`config.mk`:
```
export PLATFORM = sky130hd
export DESIGN_NAME = status_flag_unit
export DESIGN_NICKNAME = d
export VERILOG_FILES = /design/src/rtl/arm_pkg.sv /design/src/rtl/flag_calc.sv /design/src/rtl/status_flag_unit.sv
export SDC_FILE = /design/constraint.sdc
export NUM_CORES = 1
export LEC_CHECK = 0
export ABC_CLOCK_PERIOD_IN_PS = 5300
export CORE_ASPECT_RATIO = 0.5
export CORE_MARGIN = 4
export CORE_UTILIZATION = 50
export DETAILED_ROUTE_END_ITERATION = 8
export PLACE_DENSITY = 0.81
export SETUP_SLACK_MARGIN = 0.15
export SYNTH_ARGS = -nofsm -noshare
export SYNTH_HDL_FRONTEND = slang
export SYNTH_SLANG_ARGS = --single-unit
```
`constraint.sdc`:
```
create_clock -name clk -period 5.3 [get_ports clk]
set_clock_uncertainty 0.2 [all_clocks]
set_input_delay 1.06 -clock clk [delete_from_list [all_inputs] [get_ports clk]]
set_output_delay 1.06 -clock clk [all_outputs]
set_load 0.02 [all_outputs]
```
`src/rtl/arm_pkg.sv`:
```
// rtl/arm_pkg.sv - shared ALU command encodings and NZCV bit positions
package arm_pkg;

    // Execute-stage ALU commands. CMP issues as CMD_SUB and TST as CMD_AND;
    // decode raises s_en for them without writing a destination register.
    localparam logic [3:0] CMD_MOV = 4'b0001;
    localparam logic [3:0] CMD_MVN = 4'b1001;
    localparam logic [3:0] CMD_ADD = 4'b0010;
    localparam logic [3:0] CMD_ADC = 4'b0011;
    localparam logic [3:0] CMD_SUB = 4'b0100;
    localparam logic [3:0] CMD_SBC = 4'b0101;
    localparam logic [3:0] CMD_AND = 4'b0110;
    localparam logic [3:0] CMD_ORR = 4'b0111;
    localparam logic [3:0] CMD_EOR = 4'b1000;

    // Bit positions inside the 4-bit NZCV word.
    localparam int N_BIT = 3;
    localparam int Z_BIT = 2;
    localparam int C_BIT = 1;
    localparam int V_BIT = 0;

    // Commands outside the table never touch the flags.
    function automatic logic is_known_cmd(input logic [3:0] cmd);
        case (cmd)
            CMD_MOV, CMD_MVN, CMD_ADD, CMD_ADC, CMD_SUB,
            CMD_SBC, CMD_AND, CMD_ORR, CMD_EOR: is_known_cmd = 1'b1;
            default:                            is_known_cmd = 1'b0;
        endcase
    endfunction

endpackage

```
`src/rtl/flag_calc.sv`:
```
// rtl/flag_calc.sv - combinational ALU result and NZCV generation
module flag_calc
    import arm_pkg::*;
#(
    parameter int W = 32
) (
    input  logic [3:0]   cmd_i,
    input  logic [W-1:0] op_a_i,
    input  logic [W-1:0] op_b_i,
    input  logic         c_fwd_i,
    input  logic         v_fwd_i,
    output logic [3:0]   nzcv_o,
    output logic         known_o
);

    logic [W-1:0] result;
    logic [W-1:0] b_eff;
    logic [W:0]   sum;
    logic         is_arith;
    logic         is_sub;
    logic         use_carry;
    logic         cin;

    // Decode the command into adder controls; logic/move ops produce their result directly.
    always_comb begin
        is_arith  = 1'b0;
        is_sub    = 1'b0;
        use_carry = 1'b0;
        result    = '0;
        case (cmd_i)
            CMD_ADD: is_arith = 1'b1;
            CMD_ADC: begin is_arith = 1'b1; use_carry = 1'b1; end
            CMD_SUB: begin is_arith = 1'b1; is_sub = 1'b1; end
            CMD_SBC: begin is_arith = 1'b1; is_sub = 1'b1; use_carry = 1'b1; end
            CMD_MOV: result = op_b_i;
            CMD_MVN: result = ~op_b_i;
            CMD_AND: result = op_a_i & op_b_i;
            CMD_ORR: result = op_a_i | op_b_i;
            CMD_EOR: result = op_a_i ^ op_b_i;
            default: result = '0;
        endcase
    end

    // Subtract is a + ~b + 1 (SUB) or a + ~b + C (SBC), so the carry-out is NOT borrow.
    assign b_eff = is_sub ? ~op_b_i : op_b_i;
    assign cin   = use_carry ? c_fwd_i : is_sub;
    assign sum   = {1'b0, op_a_i} + {1'b0, b_eff} + {{W{1'b0}}, cin};

    logic [W-1:0] res_final;
    assign res_final = is_arith ? sum[W-1:0] : result;

    // N/Z always follow the result; C/V only change for arithmetic commands.
    always_comb begin
        nzcv_o        = 4'b0000;
        nzcv_o[N_BIT] = res_final[W-1];
        nzcv_o[Z_BIT] = (res_final == '0);
        nzcv_o[C_BIT] = is_arith ? sum[W] : c_fwd_i;
        nzcv_o[V_BIT] = is_arith ? ((op_a_i[W-1] == b_eff[W-1]) && (sum[W-1] != op_a_i[W-1]))
                                 : v_fwd_i;
    end

    assign known_o = is_known_cmd(cmd_i);

endmodule

```
`src/rtl/status_flag_unit.sv`:
```
// rtl/status_flag_unit.sv - NZCV staging, commit and forwarding
module status_flag_unit
    import arm_pkg::*;
#(
    parameter int W = 32
) (
    input  logic         clk,
    input  logic         rst_n,
    input  logic         valid,
    input  logic         s_en,
    input  logic [3:0]   exe_cmd,
    input  logic [W-1:0] op_a,
    input  logic [W-1:0] op_b,
    input  logic         freeze,
    input  logic         flush,
    output logic [3:0]   sr,
    output logic [3:0]   sr_fwd,
    output logic         carry_out,
    output logic         sr_hazard
);

    logic       stg_v_q, stg_v_d;
    logic [3:0] stg_sr_q, stg_sr_d;
    logic [3:0] sr_q, sr_d;
    logic [3:0] new_nzcv;
    logic       cmd_known;
    logic       load;
    logic       commit;

    // Flags are computed against the forwarded view so ADC/SBC and
    // flag-preserving ops see an in-flight update without a bubble.
    flag_calc #(.W(W)) u_flag_calc (
        .cmd_i   (exe_cmd),
        .op_a_i  (op_a),
        .op_b_i  (op_b),
        .c_fwd_i (sr_fwd[C_BIT]),
        .v_fwd_i (sr_fwd[V_BIT]),
        .nzcv_o  (new_nzcv),
        .known_o (cmd_known)
    );

    assign load   = valid & s_en & cmd_known & ~freeze & ~flush;
    assign commit = stg_v_q & ~freeze & ~flush;

    // Next state: flush discards the entry, freeze holds, else load or clear.
    always_comb begin
        stg_v_d  = 1'b0;
        stg_sr_d = 4'b0000;
        sr_d     = sr_q;
        if (flush) begin
            stg_v_d  = 1'b0;
            stg_sr_d = 4'b0000;
        end else if (freeze) begin
            stg_v_d  = stg_v_q;
            stg_sr_d = stg_sr_q;
        end else if (load) begin
            stg_v_d  = 1'b1;
            stg_sr_d = new_nzcv;
        end
        if (commit) begin
            sr_d = stg_sr_q;
        end
    end

    // Staging entry and architectural status register.
    always_ff @(posedge clk) begin
        if (!rst_n) begin
            stg_v_q  <= 1'b0;
            stg_sr_q <= 4'b0000;
            sr_q     <= 4'b0000;
        end else begin
            stg_v_q  <= stg_v_d;
            stg_sr_q <= stg_sr_d;
            sr_q     <= sr_d;
        end
    end

    assign sr        = sr_q;
    assign sr_fwd    = stg_v_q ? stg_sr_q : sr_q;
    assign carry_out = sr_fwd[C_BIT];
    assign sr_hazard = stg_v_q;

endmodule

```
==> reports/summary.md, run 1 <==
The logs give 4399 um2 for the combined area of all synthesized cells and 0 for the total grt overflow. The logs give 4.84 ns for the arrival time at the worst endpoint and 0.740 for the logic gate share of total power. Walking the worst path, the cells encountered are clkdlybuf4s50_1 > inv_1 > xnor2_1 > fa_2 > inv_1 > fa_1 > nand2b_4 > a211o_1 > a31o_2 > nand2_1 > a21oi_1 > o31ai_2 > mux2i_1 > o41ai_2 > o211ai_1 > o22ai_1.

The leading register cell type out of synthesis is sky130_fd_sc_hd__dfxtp_1. The portion of the clock cycle consumed by the worst path in the final layout was 0.9213; the filler cell count was 716. For the depth of the CTS H-tree, the log shows 1. During placement, the flow inserted port buffers numbering 83. The register share of total power was 0.088; the smallest setup slack after layout was 0.4174 ns. For this run, the post-layout net count is 873. The run finished with clean final reports.

The detail route stage leaves a number of antenna-violating nets equal to 0. Relative to the synthesized area, the layout overhead comes to 27.50%. The initial antenna violation count is 0, and the required time of the worst setup path is 5.25 ns. Summed over all instances, the cell type with the most area after synthesis is sky130_fd_sc_hd__ha_1. The overall track demand over capacity in global routing was 0.2545; the area fraction of the dominant cell type after synthesis was 0.2730. For this run, the number of Yosys warnings is 0.

The floorplan has 23 rows. The final layout contains routed wiring with a total length of 13.63 mm. Along the worst path, the maximum fanout reaches 4. The stage delay of the slowest cell on the critical path came out at 0.57 ns. The congestion estimate from routability-driven global placement came to 1.026. The sort of element at the start of the critical path was a primary input. The total internal power was 424.8 uW; the areal power density over the cells was 138.2 nW/um2. For the pin with the worst max-slew slack, the measured transition is 0.4965 ns. Buffers added to address setup during post-CTS repair amount to 0. In the final layout, flip-flops and latches occupy 180.2 um2.

The run gives 776 as the post-synth net total. The tools report the DRC marker count from the first detailed-route iteration as 364. The tool flagged a number of max-cap violations equal to 0. No sink is reached through more buffers than the 2 on the longest clock path. The placeable core region was 8288 um2; the post-synthesis register bit count was 9.

The share of synthesized area occupied by flip-flops and latches was 0.04096. Summing all multi-input logic gate instances after layout gives 3835 um2. In this run the power spent charging and discharging nets is 350.6 uW. The run gives 0 as the count of hold-fix buffers inserted at cts. The cell count after synthesis came out at 604. The critical path in this run is classified as primary input to register.

In the final routed layout, each cell accounts on average for 16.79 um. Based on the critical path, the design can be clocked at up to 204.8 MHz. The net switching fraction of the power is 0.4522. Path class of the lowest-slack min-delay path: register to register.

For the largest net degree at the start of global routing, the log shows 17. After clock tree synthesis, the clock-pin slew on the worst setup and hold paths is 0.04 ns. Setup violations remaining at the end of the flow were counted as 0.

Yosys mapped the design onto 65 distinct sky130hd cell types. The number of endpoints with negative hold slack in the final report is 0, and the number of flops mapped to enable cells by yosys is 0. For the final antenna diode count, the log shows 0. For the headroom to the max-slew limit, the log shows 0.6596. Cell at the root of the clock tree: sky130_fd_sc_hd__clkbuf_16. Detailed placement ended at an HPWL of 11.42 mm.

The tools report the kind of end point of the critical path as a register. The fraction of final layout cells with drive strength greater than 1 was 0.07286; the per-instance average area after synthesis was 7.283 um2. During I/O placement, the number of pins put on the boundary was 84. The power share of the clock group came out at 0.172. After layout, the minimum clock period comes to 4.883 ns.

TritonCTS built the clock tree. The cell repeated most along the worst path is sky130_fd_sc_hd__inv_1. The run gives 0.23 ns as the latest clock arrival within the worst-skew pair.

From left edge to right edge, the die measures 140.7 um. The run gives 0.5308 as the initial cell density of the core. In this run the static leakage power is 2.538 nW.

The total buffers and inverters traversed by the critical path was 3; the maximum ir drop on the vdd rail was 0.0001533 V. The largest individual stage delay along the critical path comes from the cell sky130_fd_sc_hd__clkdlybuf4s50_1. OpenSTA, run right after detailed placement, puts the worst setup slack at -0.1469 ns. Setup repair after global routing left no endpoint under its margin. The via count normalized by instance count came out at 6.001. The floorplan step set the die height to 74.33 um. Clock tree synthesis found a total of 9 sinks. Cell class contributing the biggest share of worst-path delay: compound AO/OA/AOI/OAI gates.

Yosys attributes the largest share of cell area to sky130_fd_sc_hd__ha_1 (27%), sky130_fd_sc_hd__xnor2_1 (8.6%), sky130_fd_sc_hd__inv_1 (7.2%). For the total count of max-transition violations in the final report, the log shows 0. After detailed routing, the number of remaining DRC violations is 0. After layout, the design draws a total of 775.4 uW.

Buffers inserted during clock tree synthesis total 3. The first-pass iteration count of the detailed router is 5, and the share of flip-flops with an asynchronous set or reset after synthesis is 0. The die covers 10,450 um2.

In the post-synthesis netlist, the cell with the most instances is sky130_fd_sc_hd__ha_1. The routed layout has 4,873 vias. The first global-routing pass estimated 22.34 mm of wire.

The commonest cells after synthesis are sky130_fd_sc_hd__ha_1 (96), sky130_fd_sc_hd__inv_1 (84), sky130_fd_sc_hd__xnor2_1 (43), sky130_fd_sc_hd__a21oi_1 (41), sky130_fd_sc_hd__nand2_1 (32). Via count of the first global-routing pass: 4,693.
worst reg2reg max path, delay by kind of cell (launching register included):
| kind | cells | cell delay [ns] |
|---|---|---|
| flip-flops | 1 | 0.47 |
| buffers and inverters | 1 | 0.07 |
| multiplexers | 2 | 0.38 |
| adder cells (fa/ha/maj) | 2 | 0.68 |
| AO/OA/AOI/OAI | 8 | 2.02 |
| AND/OR/NAND/NOR | 2 | 0.28 |
layout make-up:
cell class,count,share of cell area
multi-input combinational,490,0.6837
timing repair buffer,112,0.1883
inverter,85,0.05688
sequential,9,0.03212
tap,112,0.02498
clock buffer,4,0.01405
kinds of logic (layout without fill, tap and decap cells):
kind of cell    after synthesis  count (layout)  share of synthesized area
fa+ha+maj                    98              98                     0.2821
buf+inv                     105             201                    0.09414
xor+xnor                     54              54                     0.1075
compound gates              168             168                     0.2614
flops                         9               9                    0.04095
simple gates                161             161                     0.1925
mux                           9               9                    0.02133
registers in the layout (all words and copies together) (netlist names):
signal,count
stg_sr_q,4
sr_hazard,1
sr,4
layer usage:
metal | GRT usage | wire, um
met2 | 0.4433 | 5991
met5 | 0 | 0
met3 | 0.03083 | 1109
met4 | 0.06230 | 316
met1 | 0.3414 | 6213
stage by stage:
step | TNS (ns) | area [um2] | hold slack, ns | utilization | cells
2_1_floorplan | 0 | 4400 | 0.2623 | - | 604
6_report | 0 | 5609 | 0.3187 | 0.6768 | 812
5_1_grt | 0 | 5609 | 0.3455 | 0.6768 | 812
4_1_cts | 0 | 5582 | 0.3151 | 0.6735 | 812
3_5_place_dp | -0.1469 | 5498 | 0.3087 | 0.6633 | 808
3_3_place_gp | 0 | 5498 | 0.2885 | 0.6633 | 808
cell usage in the layout, fill, tap and decap left out, types with 3 or more instances in the layout:
| cell type | Yosys | layout |
|---|---|---|
| sky130_fd_sc_hd__o211ai_1 | 7 | 7 |
| sky130_fd_sc_hd__nand4_1 | 15 | 15 |
| sky130_fd_sc_hd__o31a_1 | 3 | 3 |
| sky130_fd_sc_hd__a21oi_1 | 41 | 40 |
| sky130_fd_sc_hd__and3_1 | 9 | 9 |
| sky130_fd_sc_hd__nor4_1 | 19 | 19 |
| sky130_fd_sc_hd__nor2b_1 | 6 | 6 |
| sky130_fd_sc_hd__a31oi_1 | 10 | 10 |
| sky130_fd_sc_hd__nand2_1 | 32 | 32 |
| sky130_fd_sc_hd__inv_1 | 84 | 84 |
| sky130_fd_sc_hd__xor2_1 | 11 | 10 |
| sky130_fd_sc_hd__a211oi_1 | 4 | 3 |
| sky130_fd_sc_hd__a211o_1 | 6 | 6 |
| sky130_fd_sc_hd__xnor2_1 | 43 | 43 |
| sky130_fd_sc_hd__o2111a_1 | 3 | 3 |
| sky130_fd_sc_hd__clkbuf_16 | 0 | 3 |
| sky130_fd_sc_hd__mux2_2 | 3 | 3 |
| sky130_fd_sc_hd__mux2i_1 | 6 | 6 |
| sky130_fd_sc_hd__or4_1 | 5 | 5 |
| sky130_fd_sc_hd__nand3_1 | 9 | 9 |
| sky130_fd_sc_hd__buf_4 | 2 | 29 |
| sky130_fd_sc_hd__a21o_1 | 9 | 9 |
| sky130_fd_sc_hd__o21ai_1 | 6 | 6 |
| sky130_fd_sc_hd__a311oi_1 | 3 | 3 |
| sky130_fd_sc_hd__nand2b_1 | 8 | 8 |
| sky130_fd_sc_hd__clkdlybuf4s50_1 | 0 | 80 |
| sky130_fd_sc_hd__o221ai_1 | 4 | 4 |
| sky130_fd_sc_hd__o21a_1 | 9 | 9 |
| sky130_fd_sc_hd__dfxtp_1 | 9 | 9 |
| sky130_fd_sc_hd__nor3_1 | 17 | 16 |
| sky130_fd_sc_hd__nor2_1 | 29 | 29 |
| sky130_fd_sc_hd__o21ai_0 | 29 | 29 |
| sky130_fd_sc_hd__ha_1 | 96 | 96 |
| sky130_fd_sc_hd__o2bb2ai_1 | 4 | 4 |
| sky130_fd_sc_hd__a41oi_1 | 3 | 3 |
| sky130_fd_sc_hd__dlymetal6s2s_1 | 0 | 3 |
final timing paths:
check | slack (ns) | end | depth (start not counted) | from
worst max-delay path | 0.42 | stg_sr_q[2] | 16 | op_b[0]
worst min-delay path | 0.32 | stg_sr_q[1] | 2 | stg_sr_q[1]
worst max register to register | 1.13 | stg_sr_q[2] | 15 | sr_hazard
worst min register to register | 0.32 | stg_sr_q[1] | 2 | stg_sr_q[1]
timing repair:
action                     4_1_cts  5_1_grt
pin swaps                        0        4
resized for setup                1        7
setup endpoints to repair        1        2
power by group through the flow:
| stage | clock [mW] | combinational (mW) | sequential (mW) |
|---|---|---|---|
| detailed placement | 0 | 0.557 | 0.0695 |
| global placement | 0 | 0.549 | 0.0695 |
| global route | 0.141 | 0.628 | 0.0683 |
| CTS | 0.135 | 0.562 | 0.0684 |
| finish | 0.133 | 0.574 | 0.0684 |
| floorplan | 0 | 0.363 | 0.0694 |
(Power assumes the default switching activity.)
==> run 2: changes to the inputs <==
--- a/config.mk
+++ b/config.mk
@@ -5,12 +5,12 @@
 export SDC_FILE = /design/constraint.sdc
 export NUM_CORES = 1
 export LEC_CHECK = 0
-export ABC_CLOCK_PERIOD_IN_PS = 5300
+export ABC_CLOCK_PERIOD_IN_PS = 5900
 export CORE_ASPECT_RATIO = 0.5
 export CORE_MARGIN = 4
-export CORE_UTILIZATION = 50
+export CORE_UTILIZATION = 59
 export DETAILED_ROUTE_END_ITERATION = 8
-export PLACE_DENSITY = 0.81
+export PLACE_DENSITY = 0.9
 export SETUP_SLACK_MARGIN = 0.15
 export SYNTH_ARGS = -nofsm -noshare
 export SYNTH_HDL_FRONTEND = slang
==> constraint.sdc (replaced) <==
create_clock -name clk -period 5.9 [get_ports clk]
set_clock_uncertainty 0.2 [all_clocks]
set_input_delay 1.18 -clock clk [delete_from_list [all_inputs] [get_ports clk]]
set_output_delay 1.18 -clock clk [all_outputs]
set_load 0.02 [all_outputs]
==> reports/summary.md, run 2 (synthesized netlist as in run 1, its figures left out) <==
The repair_antennas step left the layout with diodes totalling 0. After clock tree synthesis, the flow added hold-fix buffers numbering 0. The total buffers and inverters traversed by the critical path was 3.

After detailed routing, the total wire length is 13.87 mm. In this design, the stage delay of the slowest critical-path cell is 0.61 ns. Routability-driven placement finished with a final weighted congestion of 0.9734. The tools report the global-route met3 utilization as 0.02932. The die outline width is 130.1 um, and the global-route wire length before repair is 22.75 mm. The total count of max-transition violations in the final report came out at 0. The largest individual stage delay along the critical path comes from the cell sky130_fd_sc_hd__clkdlybuf4s50_1. The worst-margin pin slew was 0.5423 ns; the areal power density over the cells was 126.1 nW/um2. The post-route minimum period came out at 5.499 ns. The peak-usage layer in the global routing report is met2. Setup repair after global routing left no endpoint under its margin. After detailed routing, the average wire length per cell comes to 18.01 um. TritonCTS built the clock tree. At the end of the flow, the number of nets in the layout was 851.

In the layout the commonest cells are sky130_fd_sc_hd__ha_1 (96), sky130_fd_sc_hd__inv_1 (84), sky130_fd_sc_hd__clkdlybuf4s50_1 (83). The tools report the initial antenna violation count as 0. Latest clock arrival within the worst-skew pair: 0.24 ns. The number of input and output port buffers inserted works out to 83. The logs give 420 for the DRC marker count from the first detailed-route iteration and 0.5233 for the met2 layer usage reported by global route. For the total die area, the log shows 8986 um2. Entering global routing, the biggest net connects 22 pins. The standard-cell row count was 21. For the headroom to the max-slew limit, the log shows 0.6281. The number of standard cells in the layout, taps in and fillers out came out at 770. Relative to the synthesized area, the layout overhead comes to 22.58%. The remaining design rule violation count was 1; the via count of the first global-routing pass was 4,847. The count of nets left with antenna violations once routing finished came out at 0. No sink is reached through more buffers than the 2 on the longest clock path. During I/O placement, the number of pins put on the boundary was 84. The type of the setup path with the least slack was primary input to register. The tools report the arrival time at the worst endpoint as 5.47 ns.

The highest clock frequency the design can meet was 181.8 MHz; the detailed placer's ending HPWL was 11.33 mm. Of all nets on the critical path, the largest fanout is 7. The core region is 6963 um2.

The portion of the clock cycle consumed by the worst path in the final layout came out at 0.9321. The commonest non-fill, non-tap cell in the layout is sky130_fd_sc_hd__ha_1. For the required time of the worst setup path, the log shows 5.87 ns. The checks that failed: DRC. For this design the static power due to leakage is 2.404 nW. Clock tree synthesis found a total of 9 sinks. In this design, the largest share of critical-path delay is due to compound AO/OA/AOI/OAI gates. For the depth of the CTS H-tree, the log shows 1.

The min-delay analysis places its worst path in the category register to register. The clock transition at the registers of the reported paths is 0.04 ns. The chip height works out to 69.06 um. The fraction of final layout cells with drive strength greater than 1 is 0.03982. In the final timing run, aggregate negative setup slack is 0 ns. The worst setup path is captured at a register. Walking the worst path, the cells encountered are clkdlybuf4s50_1 > inv_1 > nor3_2 > nor2_1 > a211oi_2 > fa_1 > inv_1 > fa_1 > nand2b_4 > a211o_1 > nand2_1 > xnor2_1 > or4_1 > a2111oi_2 > nand3_1 > a21oi_1 > o211ai_1 > o22ai_1.

Clock tree synthesis inserted a total of 3 buffers. The run gives 0 as the final setup violation count. The first TritonRoute pass finished after 9 iterations. VDD sags by at most 0.00007898 V. The initial cell density of the core was 0.6318. The run finished, with violations left. The via count normalized by instance count was 6.399. Met1 demand-to-capacity share in global routing: 0.3892. The number of max-cap violations is 0. The tree is rooted in a sky130_fd_sc_hd__clkbuf_16. The tools report the total instance count after detailed placement as 766. For the number of endpoints with negative hold slack in the final report, the log shows 0.

The overall track demand over capacity in global routing came out at 0.3018. The total grt overflow was 0; the number of vias in the routed layout was 4,927. Sort of element at the start of the critical path: a primary input.
-- run 2: tightest hold or removal path, stage by stage, from the launching register on --
cell                      delay (ns)
sky130_fd_sc_hd__dfxtp_1        0.33
sky130_fd_sc_hd__a21oi_1        0.08
sky130_fd_sc_hd__nor2_1         0.07
-- run 2: layout make-up --
type,count,area (um2)
clock buffers,3,75.07
flip-flops and latches,9,180.2
fillers,542,1570
clock inverters,1,5.005
multi-input cells,490,3815
well taps,92,115.1
inverters,85,319.1
repair buffers,90,883.3
-- run 2: path summary, 6_finish.rpt --
path                            cells past startpoint         from     endpoint  slack (ns)
worst max-delay path                               18   exe_cmd[2]  stg_sr_q[2]        0.40
worst min register to register                      2  stg_sr_q[0]  stg_sr_q[0]        0.32
worst max register to register                     15    sr_hazard  stg_sr_q[2]        1.51
worst min-delay path                                2  stg_sr_q[0]  stg_sr_q[0]        0.32
-- run 2: metal layers --
metal	share of wire	routed length (um)
met1	0.42	5870
met2	0.47	6490
met3	0.081	1121
met4	0.028	387
met5	0	0
-- run 2: metrics by stage --
stage	power, mW	utilization	hold WS [ns]	setup WS [ns]	area, um2
after floorplan	0.3884	-	0.2623	0.5633	4399
after global placement	0.5304	0.7623	0.2933	0.2984	5308
after detailed placement	0.5404	0.7623	0.3108	0.1175	5308
after CTS	0.6678	0.7738	0.3202	0.3363	5388
after global routing	0.7302	0.7745	0.3645	0.1739	5393
final	0.6799	0.7745	0.3155	0.4007	5393
-- run 2: timing repair --
item,CTS,global route
buffers inserted,0,0
endpoints found under the setup margin,0,2
resized for setup,0,1
-- run 2: power breakdown --
group	switching (mW)	internal, mW	total, mW
logic	0.282	0.212	0.494
clock network	0.0343	0.0897	0.124
registers	0.000212	0.0612	0.0614
==> run 3: changes to the inputs <==
--- a/config.mk
+++ b/config.mk
@@ -10,6 +10,7 @@
 export CORE_MARGIN = 4
 export CORE_UTILIZATION = 59
 export DETAILED_ROUTE_END_ITERATION = 8
+export GPL_ROUTABILITY_DRIVEN = 0
 export PLACE_DENSITY = 0.9
 export SETUP_SLACK_MARGIN = 0.15
 export SYNTH_ARGS = -nofsm -noshare
==> reports/summary.md, run 3 (synthesized netlist as in run 1, its figures left out) <==
The beginning of the worst register-to-register path was sr_hazard. Once placement finished, the instance area stood at 5315 um2. Using the TritonRoute via totals, the vias-per-cell ratio works out to 6.383. The worst setup path is captured at a register.

The worst register-to-register path ends at stg_sr_q[2]. The clock transition at the registers of the reported paths is 0.04 ns, and the total internal power is 363.1 uW. The number of cells traversed by the worst register-to-register path came out at 15. The post-placement setup slack was 0.2384 ns; the number of vias in the routed layout was 4,921. The count of cells along the worst hold path is 2, and the chip height is 69.06 um. Summed over all cells, the static leakage comes to 2.408 nW. Hold is met by 0.3246 ns. For the remaining design rule violation count, the log shows 0. The logs give 5399 um2 for the summed area of non-filler cells in the final layout and 1 for the depth of the CTS H-tree. For the arrival time at the worst endpoint, the log shows 5.43 ns. The number of input and output port buffers inserted works out to 83. The layout overhead on the synthesized area was 22.72%. Final setup violation count: 0.

The total instance count after detailed placement was 767; the buffers inserted during post-CTS setup optimization was 0. The region available for standard cell placement spans 6963 um2. For the detailed placer's ending HPWL, the log shows 11.18 mm.

In this run the clock root is driven by a sky130_fd_sc_hd__clkbuf_16. The run gives 0 as the total count of max-transition violations in the final report. The final total negative setup slack is 0 ns, and the die outline width is 130.1 um. The net switching fraction of the power works out to 0.4633.

The min-delay analysis places its worst path in the category register to register. The tools report the global-route wire length before repair as 22.05 mm. The logs give 84 for the boundary pin count and 0 for the number of max-cap violations. The switching power was 313.4 uW; the overall track demand over capacity in global routing was 0.2907.

Number of sinks handled by clock tree synthesis: 9. The flow ran to the end, and the final reports show no timing, DRC or antenna violations. The pre-antenna-repair detailed-routing pass consisted of 6 iterations.

STA classifies the critical path startpoint as a primary input. The count of hold-fix buffers inserted at cts came out at 0. At the pin with the least slew margin, the transition time is 0.4699 ns. The initial cell density of the core is 0.6318, and the total chip power is 676.5 uW. In the layout the commonest cells are sky130_fd_sc_hd__ha_1 (96), sky130_fd_sc_hd__inv_1 (84), sky130_fd_sc_hd__clkdlybuf4s50_1 (83). The logs give 0 for the final antenna diode count and 183.0 MHz for the highest clock frequency the design can meet. TritonCTS built the clock tree. The number of endpoints with negative hold slack in the final report was 0; the routed length per instance was 17.73 um. The initial antenna violation count came out at 0.

The worst setup path is of the primary input to register kind. The number of standard cells in the layout, taps in and fillers out is 771. Entering global routing, the biggest net connects 17 pins. Once detail routing completed, the nets flagged for antenna violations numbered 0. The worst register-to-register path has a setup slack of 1.57 ns. The utilization after layout was 0.7754. The worst hold path terminates at stg_sr_q[2].

The run gives 4,744 as the via count of the first global-routing pass. Wires add up to 13.67 mm. Setup repair after global routing left no endpoint under its margin. The standard-cell row count came out at 21.

The worst hold path startpoint is stg_sr_q[2]. Setup slack on the critical path of the routed design comes to 0.4341 ns. Global routing finished with a remaining overflow of 0. Number of buffers created by CTS: 3. For the maximum ir drop on the vdd rail, the log shows 0.00007679 V. The logic gate share of total power came out at 0.729. In this run the worst path has a maximum fanout of 7. The power share of the clock group was 0.180; the fraction of final layout cells with drive strength greater than 1 was 0.04124. The number of gates given a new drive strength after cts was 0; the register share of total power was 0.091. The post-route minimum period was 5.466 ns. The library cell used most frequently in the layout, excluding fill and tap cells, is sky130_fd_sc_hd__ha_1. The detailed router finished its first iteration with 482 violations. The required time of the worst setup path is 5.87 ns, and the filler cell count is 514.

The headroom to the max-slew limit was 0.6778; the total die area was 8986 um2. The buffer depth of the longest clock path is 2, and the areal power density over the cells is 125.3 nW/um2. The latest clock arrival within the worst-skew pair came out at 0.24 ns.

The final layout contains 852 nets. The portion of the clock cycle consumed by the worst path in the final layout was 0.9264.
## run 3: changes by cell type in the layout (fill, tap and decap cells not counted), sizes merged
cell,change
buf,+1
## run 3: worst max-delay path by stage
stage,start,endpoint,slack [ns],cells past startpoint
finish,exe_cmd[2],stg_sr_q[2],0.43,18
floorplan,exe_cmd[1],stg_sr_q[2],0.56,17
global placement,exe_cmd[2],stg_sr_q[2],0.32,18
detailed placement,exe_cmd[2],stg_sr_q[2],0.24,18
global route,exe_cmd[2],stg_sr_q[2],0.17,18
CTS,exe_cmd[2],stg_sr_q[2],0.46,18
## run 3: power groups by stage
stage                     clock (mW)  combinational, mW  sequential (mW)
after floorplan                    0              0.326           0.0624
after global placement             0              0.464           0.0624
after detailed placement           0              0.476           0.0624
after CTS                      0.121              0.480           0.0614
after global routing           0.124              0.539           0.0614
final                          0.122              0.493           0.0614
## run 3: final cells by class
type	count	area, um2	area share
clock buffer	3	75.07	0.01390
clock inverter	1	5.005	0.0009270
inverter	85	319.1	0.05910
multi-input combinational	490	3814	0.7064
sequential	9	180.2	0.03337
tap	92	115.1	0.02132
timing repair buffer	91	890.9	0.1650
## run 3: metal layers
layer / share of wire / wire length (um) / GRT usage / vias to the layer above
li1: - / - / - / 2334
met1: 0.42 / 5690 / 0.3668 / 2269
met2: 0.47 / 6476 / 0.5165 / 280
met3: 0.088 / 1209 / 0.03164 / 38
met4: 0.021 / 290 / 0.08525 / 0
met5: 0 / 0 / 0 / -
## run 3: worst max-delay path: stages
cell and delay [ns]:
sky130_fd_sc_hd__clkdlybuf4s50_1 0.59, sky130_fd_sc_hd__inv_1 0.10, sky130_fd_sc_hd__nor3_2 0.21, sky130_fd_sc_hd__nor2_1 0.06
sky130_fd_sc_hd__a211oi_1 0.35, sky130_fd_sc_hd__fa_1 0.28, sky130_fd_sc_hd__inv_1 0.07, sky130_fd_sc_hd__fa_1 0.42
sky130_fd_sc_hd__nand2b_4 0.17, sky130_fd_sc_hd__a211o_1 0.33, sky130_fd_sc_hd__nand2_1 0.11, sky130_fd_sc_hd__xnor2_1 0.07
sky130_fd_sc_hd__or4_1 0.51, sky130_fd_sc_hd__a2111oi_2 0.31, sky130_fd_sc_hd__nand3_1 0.12, sky130_fd_sc_hd__a21oi_1 0.22
sky130_fd_sc_hd__o211ai_1 0.16, sky130_fd_sc_hd__o22ai_1 0.14
